<file path="src/rtl/conv3x3_stream_engine.sv">
// conv3x3_stream_engine: pipelined multi-kernel 3x3 convolution with double-buffered coefficients
module conv3x3_stream_engine #(
  parameter int PIX_W = 8,
  parameter int COEF_W = 4,
  parameter int CH = 2,
  parameter int OUT_W = 16,
  localparam int ACC_W = PIX_W + COEF_W + 4,
  localparam int IDX_W = (CH > 1) ? $clog2(CH) : 1
) (
  input  logic                  clk,
  input  logic                  rst,
  input  logic                  in_valid,
  output logic                  in_ready,
  input  logic [9*PIX_W-1:0]    in_window,
  output logic                  out_valid,
  input  logic                  out_ready,
  output logic [CH*OUT_W-1:0]   out_data,
  input  logic                  cfg_we,
  input  logic [IDX_W-1:0]      cfg_ch,
  input  logic [9*COEF_W-1:0]   cfg_data,
  input  logic [1:0]            cfg_mode,
  input  logic                  cfg_commit,
  output logic                  cfg_busy
);
  localparam int P_W = PIX_W + COEF_W;
  localparam int E_W = (ACC_W + 2 > OUT_W) ? ACC_W + 2 : OUT_W;
  localparam logic signed [E_W-1:0] sat_max = {{(E_W-OUT_W+1){1'b0}}, {(OUT_W-1){1'b1}}};
  localparam logic signed [E_W-1:0] sat_min = {{(E_W-OUT_W+1){1'b1}}, {(OUT_W-1){1'b0}}};
  localparam logic [IDX_W:0] ch_lim = (IDX_W+1)'(CH);
  logic [9*COEF_W-1:0] shadow [CH];
  logic [9*COEF_W-1:0] active [CH];
  logic [1:0] mode;
  logic en, empty, v1, v2, v3;
  logic signed [P_W-1:0] prod_d [CH][9];
  logic signed [P_W-1:0] prod_q [CH][9];
  logic signed [ACC_W-1:0] row_d [CH][3];
  logic signed [ACC_W-1:0] row_q [CH][3];
  logic signed [ACC_W-1:0] sum_d [CH];
  logic signed [ACC_W-1:0] sum_q [CH];
  logic [CH*OUT_W-1:0] res_d;
  assign en = !out_valid || out_ready;
  assign in_ready = en && !cfg_busy && !rst;
  assign empty = !(v1 || v2 || v3 || out_valid);
  function automatic logic signed [P_W-1:0] mul(input logic [PIX_W-1:0] p, input logic [COEF_W-1:0] k);
    return $signed({{COEF_W{1'b0}}, p}) * $signed({{PIX_W{k[COEF_W-1]}}, k});
  endfunction
  function automatic logic signed [E_W-1:0] mag(input logic signed [ACC_W-1:0] s);
    return s < 0 ? -E_W'(s) : E_W'(s);
  endfunction
  // mode 3 keeps channel 0 raw and gives every other channel |ch0|+|chN|
  function automatic logic signed [E_W-1:0] post(input int c, input logic [1:0] m,
                                                 input logic signed [ACC_W-1:0] s0,
                                                 input logic signed [ACC_W-1:0] s);
    return m == 2'd0 ? E_W'(s) : m == 2'd1 ? mag(s) : m == 2'd2 ? (s < 0 ? '0 : E_W'(s)) :
           (c == 0) ? (CH == 1 ? mag(s) : E_W'(s)) : mag(s0) + mag(s);
  endfunction
  function automatic logic [OUT_W-1:0] sat(input logic signed [E_W-1:0] v);
    return v > sat_max ? sat_max[OUT_W-1:0] : v < sat_min ? sat_min[OUT_W-1:0] : v[OUT_W-1:0];
  endfunction
  always_comb begin
    res_d = '0;
    for (int c = 0; c < CH; c++) begin
      for (int k = 0; k < 9; k++)
        prod_d[c][k] = mul(in_window[(8-k)*PIX_W +: PIX_W], active[c][(8-k)*COEF_W +: COEF_W]);
      for (int r = 0; r < 3; r++)
        row_d[c][r] = ACC_W'(prod_q[c][3*r]) + ACC_W'(prod_q[c][3*r+1]) + ACC_W'(prod_q[c][3*r+2]);
      sum_d[c] = row_q[c][0] + row_q[c][1] + row_q[c][2];
      res_d[c*OUT_W +: OUT_W] = sat(post(c, mode, sum_q[0], sum_q[c]));
    end
  end
  // the copy only happens with every stage empty, so in-flight windows keep their kernels
  always_ff @(posedge clk) begin
    if (rst) begin
      v1 <= 1'b0;
      v2 <= 1'b0;
      v3 <= 1'b0;
      out_valid <= 1'b0;
      out_data <= '0;
      cfg_busy <= 1'b0;
      mode <= 2'd0;
      shadow <= '{default: '0};
      active <= '{default: '0};
    end else begin
      if (cfg_we && {1'b0, cfg_ch} < ch_lim) shadow[cfg_ch] <= cfg_data;
      if (cfg_busy && empty) begin
        active <= shadow;
        mode <= cfg_mode;
      end
      cfg_busy <= cfg_busy ? !empty : cfg_commit;
      if (en) begin
        v1 <= in_valid && in_ready;
        v2 <= v1;
        v3 <= v2;
        out_valid <= v3;
        out_data <= res_d;
      end
    end
  end
  always_ff @(posedge clk) begin
    if (en) begin
      prod_q <= prod_d;
      row_q <= row_d;
      sum_q <= sum_d;
    end
  end
endmodule
</file>
<file path="config.mk">
export PLATFORM = sky130hd
export DESIGN_NAME = conv3x3_stream_engine
export DESIGN_NICKNAME = d
export VERILOG_FILES = /design/src/rtl/conv3x3_stream_engine.sv
export SDC_FILE = /design/constraint.sdc
export NUM_CORES = 2
export LEC_CHECK = 0
export BUFFER_PORTS_ARGS = -buffer_cell sky130_fd_sc_hd__buf_2
export CAP_MARGIN = 20
export CORE_MARGIN = 5
export CORE_UTILIZATION = 45
export DETAILED_ROUTE_END_ITERATION = 10
export GPL_TIMING_DRIVEN = 0
export PLACE_DENSITY_LB_ADDON = 0.05
export SYNTH_ARGS = -nofsm -noshare
export SYNTH_HDL_FRONTEND = slang
export SYNTH_SLANG_ARGS = --single-unit
</file>
<file path="constraint.sdc">
create_clock -name clk -period 12.5 [get_ports clk]
set_input_delay 0.625 -clock clk [delete_from_list [all_inputs] [get_ports clk]]
set_output_delay 0.625 -clock clk [all_outputs]
set_load 0.1 [all_outputs]
</file>
Word-level counts from Yosys, hierarchy flattened
Cells that the tools add are included.
- bits of input ports: 117
- output and inout port bits: 35
- bits in registers: 527
- equal/unequal tests: 2
- add/subtract/negate cells: 19
- mux-type cells: 18
- reductions and logical operators: 14
- $lt $le $gt $ge: 8
- bitwise logic cells: 1
- multipliers: 18
- operators with widths (operator ; number):
    $mul 9x4->12 ; 18
    $mux 18 ; 10
    $add 13x12->14 ; 6
    $add 12x12->13 ; 6
    $bwmux 72 ; 1
    $add 16x16->16 ; 4
    $mux 16 ; 4
    $demux 36 s1 ; 1
    $gt 18x16->1 const B ; 2
    $lt 18x16->1 const B ; 2
    $mux 36 ; 1
    $neg 16->18 ; 2
    $lt 16x1->1 const B ; 2
    $add 18x18->18 ; 1
    $logic_and 1x1->1 ; 5
    $logic_not 1->1 ; 4
    $logic_or 1x1->1 ; 4
    $eq 2x1->1 const B ; 1
    $eq 2x2->1 const B ; 1
    $ge 2x2->1 const B ; 1
    $logic_not 2->1 ; 1
    $lt 2x1->1 const B ; 1
    $not 1->2 ; 1
    $mux 1 ; 1

Longest topological paths before layout
- word-level depth: 9
- depth in mapped cells: 18

Worst setup path before layout
OpenSTA, ideal clock, no wires.
- path kind: register to register
- start: reg out_valid
- end: reg prod_q[0] (netlist bit), enable pin
- setup slack: 1387 ps
- cell stages (with the launch flop): 4
- library setup time: 826 ps
- path buffers: 1
- data arrival time: 10287 ps
- data required time: 11674 ps
- cell sequence: dfxtp_1 -> nor2b_1 -> clkinv_1 -> clkbuf_1
- longest elaborated chain between the ends: 2
- ends and longest elaborated chain (element ; RTL line ; source):
    from (decl) ; 15 ; output logic out_valid,
    from (signal assigned) ; 94 ; out_valid <= v3;
    $logic_not 1->1 ; 41 ; assign en = !out_valid || out_ready;
    $logic_or 1x1->1 ; 41 ;
    to (signal assigned) ; 101 ; prod_q <= prod_d;
    to (decl) ; 35 ; logic signed [P_W-1:0] prod_q [CH][9];
No other way between the ends.
A chain may end at the register's enable or synchronous reset.

Worst setup path in the final report
- start: reg sum_q[17] (netlist bit)
- end: reg out_data[28]
- longest elaborated chain between the ends: 9
- ends and longest elaborated chain (element ; RTL line ; source):
    from (decl) ; 39 ; logic signed [ACC_W-1:0] sum_q [CH];
    from (signal assigned) ; 103 ; sum_q <= sum_d;
    $neg 16->18 or $lt 16x1->1 (tied branches) ; 48 ; return s < 0 ? -E_W'(s) : E_W'(s);
    $mux 18 * ; 48 ;
    $add 18x18->18 * ; 55 ; (c == 0) ? (CH == 1 ? mag(s) : E_W'(s)) : mag(s0) + mag(s);
    $mux 18 * (3 in a row) ; 54 ; return m == 2'd0 ? E_W'(s) : m == 2'd1 ? mag(s) : m == 2'd2 ? (s < 0 ? '0 : E_W'(s)) :
    $lt 18x16->1 ; 58 ; return v > sat_max ? sat_max[OUT_W-1:0] : v < sat_min ? sat_min[OUT_W-1:0] : v[OUT_W-1:0];
    $mux 16 ; 58 ;
    $mux 16 * ; 58 ;
    to (signal assigned) ; 95 ; out_data <= res_d;
    to (decl) ; 17 ; output logic [CH*OUT_W-1:0] out_data,
Every way passes the cells marked *; elsewhere a longest branch is shown, timed or not.

==> flow_summary_export.csv <==
group,metric,value,unit
detailed_routing,drtIter0Drc,1423,
cells_and_area,final_area,47000,um2
global_route,antenna_found_initial,8,
logic_synthesis,syn-cell-area,42400,um2
logic_synthesis,synth_top_family_by_area,"adder cells",
critical_path,endpoint_kind,"flop",
sta,slew_headroom,29.5,%
critical_path,max_stage_delay,0.52,ns
logic_synthesis,synth.largest_area_cell,"edfxtp_1",
clocking,cts_resized,0,
power_and_ir_drop,power.density,131,nW/um2
logic_synthesis,yosys.area_share.adder,32.0,%
global_route,grt_overflow,0,
logic_synthesis,ys_types,83,
critical_path,cp.arrival,5.50,ns
detailed_routing,drt-wirelength-per-cell,18.9,um
cells_and_area,area_growth,11.1,%
logic_synthesis,synthMuxAreaShare,0.0975,%
critical_path,cp-startpoint,"sum_q[17]",
sta,rsz0062_at_grt,"false",
logic_synthesis,synth_seq_area_share,32.2,%
sta,finClkSkew,0.0226,ns
critical_path,cpMaxStageDelayCell,"xor2_1",
critical_path,r2r_setup_slack,7.52,ns
clocking,cts_tree,"built",
sta,period_minus_slack,4.98,ns
cells_and_area,fin_nets,5535,
worst_hold_path,hold_path_startpoint,"cfg_data[22]",
logic_synthesis,synthSimpleGateAreaFrac,15.0,%
clocking,cts_buffer_depth,3,
clocking,cts_hold_buffers,0,
critical_path,timing.rr.end,"out_data[28]",
logic_synthesis,synth-xor-area-share,5.13,%
sta,finalSetupViolCount,0,
sta,post-route-period-util,39.8,%
placement,place.gp.congestion,0.861,
sta,final_hold_viol_count,0,
logic_synthesis,synth-seq-cells,515,
floorplan,fp-row-count,112,
clocking,cts_root_buf,"clkbuf_16",
sta,finalHoldWorstSlack,0.269,ns
logic_synthesis,syn_avg_cell_area,9.82,um2
detailed_routing,firstDrtPassIters,5,
critical_path,cpMostUsedCell,"ha_1",
placement,portBuffers,151,
clocking,cts_num_sinks,515,
worst_hold_path,min_to,"shadow[22]",
sta,setup_tns,0,ns
sta,worst_slew_pin_slew,1.06,ns
clocking,htreeDepth,3,
floorplan,dieArea,100000,um2
detailed_routing,routed_wl,110000,um
worst_hold_path,hold_class,"in -> reg",
detailed_routing,via_per_inst,5.05,
outcome,outcome,"completed",
logic_synthesis,synth-async-reset-ratio,0,%
detailed_routing,drc_errors,0,
logic_synthesis,ys.flop_type,"edfxtp_1",
clocking,insertion_delay,0.61,ns
global_route,grt_max_degree,71,
logic_synthesis,synth_compound_area_share,9.80,%
worst_hold_path,hold_depth,3,
detailed_routing,postRouteAntennaNets,0,
power_and_ir_drop,ir_worst_vdd,0.111,mV
power_and_ir_drop,leakage,23.2,nW
critical_path,cp_max_fo,5,
critical_path,crit_required,13.02,ns
clocking,clk_pin_slew_worst_paths,0.06,ns
critical_path,path_class,"reg -> reg",
floorplan,fp.dieH,317,um
logic_synthesis,synthCells,4314,
floorplan,io_pins,152,
critical_path,r2r_start,"sum_q[17]",
job,maxCapViolCount,0,
logic_synthesis,synth_top_area_share,23.5,%
clocking,post_cts_buffers,0,
placement,placed_area,44900,um2
sta,fmax,201,MHz
global_route,grt_use_total,22.2,%
critical_path,path_cells,"inv_1 > ha_1 > nand2b_1 > or4_1 > or2_2 > o31ai_1 > nand2_1 > xor2_1 > ha_1 > o211a_1 > nand3_1 > or3_4 > a31oi_4 > o21ai_2 > a32oi_4 > o2111ai_1 > a211oi_2",
critical_path,cp-start-kind,"flop",
cells_and_area,drive_above_1_share,6.71,%
floorplan,start_util,45.4,%
cells_and_area,postLayoutCoreUtil,50.4,%
logic_synthesis,synthTopCellsByArea,"edfxtp_1, fa_1, ha_1",
logic_synthesis,yosys_warnings,0,
floorplan,fp.dieW,317,um
global_route,grt_pass1_wl,170000,um
placement,dp_hpwl,89500,um
detailed_routing,vias,29560,
global_route,grt_pass1_vias,29420,
critical_path,reg2regPathDepth,17,
logic_synthesis,synth_edf_count,332,
sta,slew_viol_final,0,
floorplan,core-area,93300,um2
clocking,cts_buffers,67,
worst max path at each step:
stage                        end  slack (ns)  cells past startpoint
global placement      prod_q[70]       -3.35                      4
global route        out_data[29]        7.33                     17
finish              out_data[28]        7.52                     17
floorplan              prod_q[0]        1.39                      3
CTS                 out_data[29]        7.58                     17
detailed placement  out_data[29]        7.61                     18
Yosys cell counts, types with 36 or more instances:
cell type  number
fa_1          343
and2_1        222
inv_1         526
a21o_1         47
nand2_1       627
a21oi_1       292
clkbuf_1      118
nor2_1        210
o21ai_0       143
nor2b_1        41
ha_1          533
nand2b_1      132
xnor2_1       216
a21boi_0       36
dfxtp_1       183
edfxtp_1      332
cell type report:
class | count | area, um2
Timing Repair Buffer | 158 | 923
Clock buffer | 94 | 1990
Multi-Input combinational cell | 3148 | 26300
Fill cell | 8958 | 46300
Tap cell | 1254 | 1570
Inverter | 527 | 1980
Clock inverter | 24 | 183
Buffer | 125 | 493
Antenna cell | 8 | 20.0
Sequential cell | 515 | 13600
placed cells by master, fill, tap and decap left out, types with 47 or more instances in the layout:
cell type / synthesis / routed
a21o_1: 47 / 47
a21oi_1: 292 / 292
and2_1: 222 / 222
buf_2: 1 / 152
clkbuf_1: 118 / 127
clkbuf_16: 0 / 73
dfxtp_1: 183 / 183
edfxtp_1: 332 / 332
fa_1: 343 / 343
ha_1: 533 / 533
inv_1: 526 / 526
nand2_1: 627 / 627
nand2b_1: 132 / 132
nor2_1: 210 / 210
o21ai_0: 143 / 143
xnor2_1: 216 / 216
power breakdown:
group | internal, W | switching (W) | total, W | leakage (nW)
Sequential | 0.00201 | 0.000164 | 0.00217 | 5.50
Clock | 0.00115 | 0.000757 | 0.00191 | 1.08
Combinational | 0.000725 | 0.00136 | 0.00209 | 16.6
through the flow:
step / setup slack, ns / power [W] / cells
floorplan: 1.39 / 0.00370 / 4315
CTS: 7.58 / 0.00623 / 5845
detailed placement: 7.61 / 0.00429 / 5727
global placement: -3.35 / 0.00430 / 5720
global route: 7.33 / 0.00649 / 5847
finish: 7.52 / 0.00617 / 5853
metal layers:
metal | track usage, % | wire [um] | vias up
met5 | 0 | 0 | -
met4 | 6.10 | 3280 | 0
met3 | 3.10 | 4120 | 143
met2 | 36.8 | 51800 | 416
met1 | 30.7 | 51300 | 14271
li1 | - | - | 14730
cells by family after synthesis:
kind of cell               count (synthesis)
AOI/OAI and AO/OA                        672
xor gates and xnor gates                 248
adders and majority gates                876
buffers and inverters                    652
DFF                                      515
muxes                                      4
other                                      1
and+or+nand+nor                         1346
sequential cells by signal (all words and copies together), names as in the netlist:
register   cells
v3             1
cfg_busy       1
out_valid      1
active        72
v2             1
sum_q         32
mode           2
row_q         84
v1             1
out_data      32
shadow        72
prod_q       216
worst max-delay path: cells and delay by family, from the launching register on:
family | cells | cell delay (ns)
AOI/OAI and AO/OA | 7 | 1.80
xor gates and xnor gates | 1 | 0.52
adders and majority gates | 2 | 0.54
buffers and inverters | 1 | 0.13
DFF | 1 | 0.47
and+or+nand+nor | 6 | 1.46
(Power assumes the default switching activity.)
